<file path="src/rtl/round_scheduler.sv">
// round_scheduler
//   Sequences a multi-round baccarat session around the per-round dealing FSM.
//   Each round it pulses round_start, waits for round_done, tallies the win
//   lights, deducts the cards dealt from the shoe, and requests a reshuffle
//   whenever fewer than 6 cards remain before a round.
//
// Optional feature macro: ROUND_WATCHDOG_EN
//   Defined   : WAIT is guarded by a TIMEOUT-cycle watchdog that sets the sticky
//               timeout_err flag and ends the session.
//   Undefined : WAIT waits indefinitely; timeout_err is tied to 0.
//
// Handshakes: go is a level sampled only in IDLE; round_done is a one-cycle
// pulse honoured only in WAIT (its lights/cards_used are sampled with it);
// reshuffle_req is a level held until reshuffle_ack is seen in SHUFFLE.
//
// Ports
//   slow_clock                  sole clock, rising edge
//   resetb                      synchronous active-high reset
//   go, num_rounds              session start request / rounds to play
//   round_start                 one-cycle pulse to the dealing FSM
//   round_done, *_win_light,
//   cards_used                  end-of-round result from the dealing FSM
//   reshuffle_req/ack           shoe refill handshake
//   player_wins, dealer_wins,
//   ties                        saturating tallies
//   shoe_left                   cards remaining in shoe
//   busy, session_done          status
//   timeout_err                 sticky watchdog flag
//   dbg_state                   current FSM state encoding
module round_scheduler #(
  parameter int ROUNDS_W    = 4,
  parameter int COUNT_W     = 8,
  parameter int HOLD_CYCLES = 4,
  parameter int SHOE_CARDS  = 52,
  parameter int TIMEOUT     = 64
) (
  input  logic                slow_clock,
  input  logic                resetb,
  input  logic                go,
  input  logic [ROUNDS_W-1:0] num_rounds,
  output logic                round_start,
  input  logic                round_done,
  input  logic                player_win_light,
  input  logic                dealer_win_light,
  input  logic [2:0]          cards_used,
  output logic                reshuffle_req,
  input  logic                reshuffle_ack,
  output logic [COUNT_W-1:0]  player_wins,
  output logic [COUNT_W-1:0]  dealer_wins,
  output logic [COUNT_W-1:0]  ties,
  output logic [5:0]          shoe_left,
  output logic                busy,
  output logic                session_done,
  output logic                timeout_err,
  output logic [2:0]          dbg_state
);

  localparam logic [2:0] S_IDLE    = 3'd0;
  localparam logic [2:0] S_CHECK   = 3'd1;
  localparam logic [2:0] S_SHUFFLE = 3'd2;
  localparam logic [2:0] S_START   = 3'd3;
  localparam logic [2:0] S_WAIT    = 3'd4;
  localparam logic [2:0] S_HOLD    = 3'd5;
  localparam logic [2:0] S_DONE    = 3'd6;

  // A hold of 0 cycles still spends one cycle in HOLD.
  localparam int         HOLD_MAX  = (HOLD_CYCLES < 1) ? 1 : HOLD_CYCLES;
  localparam logic [15:0] HOLD_LAST = 16'(HOLD_MAX - 1);
  localparam logic [5:0]  SHOE_INIT = 6'(SHOE_CARDS);
  localparam logic [5:0]  SHOE_MIN  = 6'd6;
  localparam logic [COUNT_W-1:0] CNT_MAX = '1;

  logic [2:0]          state_q, state_d;
  logic [ROUNDS_W-1:0] rounds_q, rounds_d;
  logic [COUNT_W-1:0]  pw_q, pw_d, dw_q, dw_d, tie_q, tie_d;
  logic [5:0]          shoe_q, shoe_d;
  logic [15:0]         hold_q, hold_d;
  logic                tmo_q, tmo_d;

  function automatic logic [COUNT_W-1:0] sat_inc(input logic [COUNT_W-1:0] v);
    return (v == CNT_MAX) ? v : v + 1'b1;
  endfunction

`ifdef ROUND_WATCHDOG_EN
  localparam logic [15:0] TO_LAST = 16'(TIMEOUT - 1);
  logic [15:0] wd_q, wd_d;
`else
  logic unused_timeout;
  assign unused_timeout = (TIMEOUT != 0);
`endif

  always_comb begin
    state_d  = state_q;
    rounds_d = rounds_q;
    pw_d     = pw_q;
    dw_d     = dw_q;
    tie_d    = tie_q;
    shoe_d   = shoe_q;
    hold_d   = hold_q;
    tmo_d    = tmo_q;
`ifdef ROUND_WATCHDOG_EN
    wd_d     = wd_q;
`endif
    case (state_q)
      S_IDLE: begin
        if (go) begin
          rounds_d = num_rounds;
          pw_d     = '0;
          dw_d     = '0;
          tie_d    = '0;
          tmo_d    = 1'b0;
          state_d  = (num_rounds == '0) ? S_DONE : S_CHECK;
        end
      end
      S_CHECK: state_d = (shoe_q < SHOE_MIN) ? S_SHUFFLE : S_START;
      S_SHUFFLE: begin
        if (reshuffle_ack) begin
          shoe_d  = SHOE_INIT;
          state_d = S_START;
        end
      end
      S_START: begin
        state_d = S_WAIT;
`ifdef ROUND_WATCHDOG_EN
        wd_d    = '0;
`endif
      end
      S_WAIT: begin
        // round_done on the final watchdog cycle still completes the round.
        if (round_done) begin
          case ({player_win_light, dealer_win_light})
            2'b10:   pw_d  = sat_inc(pw_q);
            2'b01:   dw_d  = sat_inc(dw_q);
            2'b11:   tie_d = sat_inc(tie_q);
            default: ;
          endcase
          shoe_d   = ({3'b000, cards_used} > shoe_q) ? 6'd0
                                                     : shoe_q - {3'b000, cards_used};
          rounds_d = rounds_q - 1'b1;
          hold_d   = '0;
          state_d  = S_HOLD;
        end
`ifdef ROUND_WATCHDOG_EN
        else if (wd_q == TO_LAST) begin
          tmo_d   = 1'b1;
          state_d = S_DONE;
        end else begin
          wd_d = wd_q + 1'b1;
        end
`endif
      end
      S_HOLD: begin
        if (hold_q == HOLD_LAST) begin
          state_d = (rounds_q == '0) ? S_DONE : S_CHECK;
        end else begin
          hold_d = hold_q + 1'b1;
        end
      end
      S_DONE: if (!go) state_d = S_IDLE;
      default: state_d = S_IDLE;
    endcase
  end

  always_ff @(posedge slow_clock) begin
    if (resetb) begin
      state_q  <= S_IDLE;
      rounds_q <= '0;
      pw_q     <= '0;
      dw_q     <= '0;
      tie_q    <= '0;
      shoe_q   <= SHOE_INIT;
      hold_q   <= '0;
      tmo_q    <= 1'b0;
`ifdef ROUND_WATCHDOG_EN
      wd_q     <= '0;
`endif
    end else begin
      state_q  <= state_d;
      rounds_q <= rounds_d;
      pw_q     <= pw_d;
      dw_q     <= dw_d;
      tie_q    <= tie_d;
      shoe_q   <= shoe_d;
      hold_q   <= hold_d;
      tmo_q    <= tmo_d;
`ifdef ROUND_WATCHDOG_EN
      wd_q     <= wd_d;
`endif
    end
  end

  assign round_start   = (state_q == S_START);
  assign reshuffle_req = (state_q == S_SHUFFLE);
  assign busy          = (state_q != S_IDLE) && (state_q != S_DONE);
  assign session_done  = (state_q == S_DONE);
  assign player_wins   = pw_q;
  assign dealer_wins   = dw_q;
  assign ties          = tie_q;
  assign shoe_left     = shoe_q;
`ifdef ROUND_WATCHDOG_EN
  assign timeout_err   = tmo_q;
`else
  assign timeout_err   = 1'b0;
`endif
  assign dbg_state     = state_q;

endmodule

</file>
<file path="config.mk">
export PLATFORM = sky130hd
export DESIGN_NAME = round_scheduler
export DESIGN_NICKNAME = d
export VERILOG_FILES = /design/src/rtl/round_scheduler.sv
export SDC_FILE = /design/constraint.sdc
export NUM_CORES = 1
export LEC_CHECK = 0
export CORE_ASPECT_RATIO = 1.1
export CORE_MARGIN = 1.5
export CORE_UTILIZATION = 52
export DETAILED_ROUTE_END_ITERATION = 8
export PLACE_DENSITY = 0.78
export RECOVER_POWER = 100
export SETUP_SLACK_MARGIN = 0.5
export SLEW_MARGIN = 20
export SYNTH_ARGS = -nofsm -noshare
export SYNTH_HDL_FRONTEND = slang
export SYNTH_SLANG_ARGS = --single-unit
</file>
<file path="constraint.sdc">
create_clock -name slow_clock -period 5.6 [get_ports slow_clock]
set_clock_uncertainty 0.15 [all_clocks]
set_input_delay 1.12 -clock slow_clock [delete_from_list [all_inputs] [get_ports slow_clock]]
set_output_delay 1.12 -clock slow_clock [all_outputs]
set_load 0.005 [all_outputs]
</file>
==> impl.org <==
** GRT
- For this run, the total global-route usage over all layers was measured as 0.235.
- Number of global-route vias before repair :: 2,832
- The number of antenna violations at the first check in global routing was 0.
- Global-route wire length before repair :: 12.5 mm
- Aggregate global routing overflow :: 0
- Entering global routing, the biggest net connects 28 pins.

** Worst setup path
- Largest fanout of any net on the critical path :: 21
- The critical path is of the flip-flop to output pin type.
- Arrival time of data at the critical path endpoint :: 2.73 ns
- Worst path cell trace :: clkbuf_1 > inv_1 > nor3b_1 > clkdlybuf4s50_1
- CP endpoint kind :: output pin
- Setup crit start kind :: flip-flop
- Counting both buffers and inverters, the worst setup path holds a total of 3.
- For this design, the slowest cell found on the critical path is sky130_fd_sc_hd__clkbuf_1.
- For the worst setup path, the data required time is 4.33 ns.
- The kind of cell with the highest combined delay along the critical path is buffers and inverters.
- The largest single stage delay on the critical path is 0.75 ns.

** Finish
- Number of diodes :: 0
- Final Non-Filler Cells :: 497
- Proportion of layout cells with a drive suffix above 1 :: 0.0476
- The filler cells instantiated in the layout total 529.
- From synthesis to final layout, the design area changed by 20.2%.
- Number of nets in the finished design :: 443
- Post-route standard cell area excluding fillers :: 3670 um^2
- For this run, the share of the core covered by cells in the final layout is 0.641.

** Clock network
- The clock reaches the later pin of the worst-skew pair after 0.30 ns.
- Counting the buffers created by CTS gives 5.
- The longest clock path from root to sink contains 2 buffers.
- Clock-pin slew was measured on the worst setup and hold paths at 0.09 ns.
- The root buffer cell chosen for the clock tree is sky130_fd_sc_hd__clkbuf_8.
- Clock tree synthesis found a total of 53 sinks.
- CTS tree :: built
- The H-tree was split into 2 levels.
- Once the clock tree was built, the setup fixing pass inserted 0 buffers.
- Post-CTS resize count :: 0
- CTS Hold Bufs :: 0

** Floorplanning
- Vert. Die Dim :: 83.4 um
- The core region is 5730 um^2.
- In this run the horizontal extent of the chip is 76.1 um.
- The die covers 6350 um^2.
- In this run the core area contains 29 standard-cell rows.
- The initial utilization of the core area, before any placement, comes to 0.533.
- 52 I/O pins were placed.

** Place
- Routability-driven placement finished with a final weighted congestion of 0.843.
- Placed cell areas :: 3580 um^2
- Total half-perimeter wirelength after legalization and detailed placement :: 5.17 mm
- After detailed placement, the design holds a cell count of 489.
- Pre-CTS setup slack :: 2.12 ns
- Total of buffers placed on input and output ports :: 50

** Detailed routing
- Avg Vias per Cell :: 5.95
- # DRC :: 0
- After detailed routing, the average wire length per cell comes to 14.6 um.
- The count of nets left with antenna violations once routing finished came out at 0.
- Total wirelength of the detailed-routed design :: 7.24 mm
- The final route contains 2,956 vias.
- First-pass iteration count of the detailed router :: 4
- Number of design-rule violations left by the first detailed-router iteration :: 199

** STA
- Of the available clock period, the critical path in the final layout requires 0.714.
- Once routing completed, OpenROAD measured the worst setup slack at 1.60 ns.
- Setup TNS :: 0 ns
- Hold Worst Slack :: 0.334 ns
- Unrepaired setup endpoints after global routing :: false
- The final count of hold timing violations came to 0.
- In this run the tightest slew margin relative to its limit is 0.166.
- Setup violations remaining at the end of the flow were counted as 0.
- Subtracting the final worst setup slack from the clock period gives 4.00 ns.
- Transition time at the pin with the least slew margin :: 1.25 ns
- The number of slew-limit violations in the final report was 0.
- Fmax :: 0.250 GHz

** Yosys
- After synthesis the netlist holds a flip-flop and latch count of 53.
- Synthesis produced a netlist whose cell count is 377.
- The most used flip-flop cell after synthesis is sky130_fd_sc_hd__dfxtp_1.
- By instance count, the leading cell after synthesis is sky130_fd_sc_hd__dfxtp_1.
- In this run, synthesis inferred 0 flip-flops with an integrated enable.
- Count of warnings emitted by yosys :: 0
- In this run, distinct cell masters in the synthesized netlist total 58.
- Ranked by total cell area, the synthesized netlist is headed by sky130_fd_sc_hd__dfxtp_1 (35%), sky130_fd_sc_hd__nor2_1 (4.8%), sky130_fd_sc_hd__nand3_1 (4.4%).
- Async set-reset flop share out of synthesis :: 0
- Of the synthesized area, sequential elements account for 0.347.
- The cell area that synthesis handed to floorplanning was 3060 um^2.
- The share of synthesized area in the top cell type comes to 0.347.
- Post-synthesis net count :: 401
- A synthesized cell averages 8.10 um^2.
- Cell type with the highest aggregate area in the netlist :: sky130_fd_sc_hd__dfxtp_1
- Most numerous cell types in the synthesized netlist :: sky130_fd_sc_hd__dfxtp_1 (53), sky130_fd_sc_hd__nor2_1 (39), sky130_fd_sc_hd__nand2_1 (33), sky130_fd_sc_hd__nand3_1 (27), sky130_fd_sc_hd__a21oi_1 (19)

** Worst hold path
- The worst hold path belongs to the class flip-flop to flip-flop.

** Run
- Max-cap violations :: 0

** Power
- Static Leak :: 1.30 nW
- Dividing total power by cell area gives a power density of 250 nW/um^2.
- The design draws 0.917 mW.
- Across the VDD grid, the largest voltage drop is 0.138 mV.

** Status
- Status :: finished clean
worst min-delay path, cell delays in order (launching register included):
cell,delay (ns)
sky130_fd_sc_hd__dfxtp_1,0.34
sky130_fd_sc_hd__nand2_1,0.06
sky130_fd_sc_hd__a21oi_1,0.05
layout make-up:
type	count	area, um^2	share of cell area
Multi-Input combinational cell	293	1850	0.504
Sequential cell	53	1060	0.289
Timing Repair Buffer	53	515	0.140
Clock buffer	7	96.3	0.0262
Tap cell	77	96.3	0.0262
Inverter	13	48.8	0.0133
Clock inverter	1	5.00	0.00136
worst paths after layout:
path,startpoint,to,depth (start not counted),slack [ns]
worst max-delay path,dbg_state[2]$_SDFFE_PP0P_,session_done,4,1.60
worst min-delay path,rounds_q[1]$_SDFFE_PP0P_,rounds_q[1]$_SDFFE_PP0P_,2,0.33
worst max register to register,dbg_state[2]$_SDFFE_PP0P_,dealer_wins[3]$_SDFFE_PP0P_,5,2.29
worst min register to register,rounds_q[1]$_SDFFE_PP0P_,rounds_q[1]$_SDFFE_PP0P_,2,0.33
cells by family after synthesis:
logic type | synth area share
xor gates and xnor gates | 0.0631
DFF | 0.347
AOI/OAI and AO/OA | 0.183
and+or+nand+nor | 0.309
other | 0.00123
muxes | 0.00819
adders and majority gates | 0.0434
buffers and inverters | 0.0455
flip-flops by register name (all words and copies together) (netlist names):
register,flops
hold_q,16
shoe_left,6
player_wins,8
dealer_wins,8
ties,8
dbg_state,3
rounds_q,4
power by group:
group,total [mW],leakage (nW),switching (mW),internal [mW]
clock,0.235,0.0542,0.123,0.112
combinational,0.244,0.817,0.140,0.104
sequential,0.437,0.428,0.0438,0.394
total,0.917,1.30,0.307,0.610
cell usage in the layout (no fill, tap or decap), types with 8 or more instances in the layout:
cell / instances
sky130_fd_sc_hd__xnor2_1: 9
sky130_fd_sc_hd__nor2_1: 39
sky130_fd_sc_hd__nand3_1: 27
sky130_fd_sc_hd__o21ai_0: 15
sky130_fd_sc_hd__dfxtp_1: 53
sky130_fd_sc_hd__inv_1: 13
sky130_fd_sc_hd__nor2b_1: 8
sky130_fd_sc_hd__a21oi_1: 19
sky130_fd_sc_hd__nand4_1: 12
sky130_fd_sc_hd__nand2_1: 34
sky130_fd_sc_hd__ha_1: 9
sky130_fd_sc_hd__nor3_1: 14
sky130_fd_sc_hd__xor2_1: 13
sky130_fd_sc_hd__clkdlybuf4s50_1: 10
sky130_fd_sc_hd__dlygate4sd3_1: 40
metal layers:
metal / share of wire / track usage / vias up
met1: 0.44 / 0.288 / 1408
met3: 0.036 / 0.0374 / 15
met4: 0.021 / 0.0993 / 0
met5: 0 / 0 / -
li1: - / - / 1461
met2: 0.51 / 0.407 / 72
No activity file was read; power rests on OpenSTA's default activity.
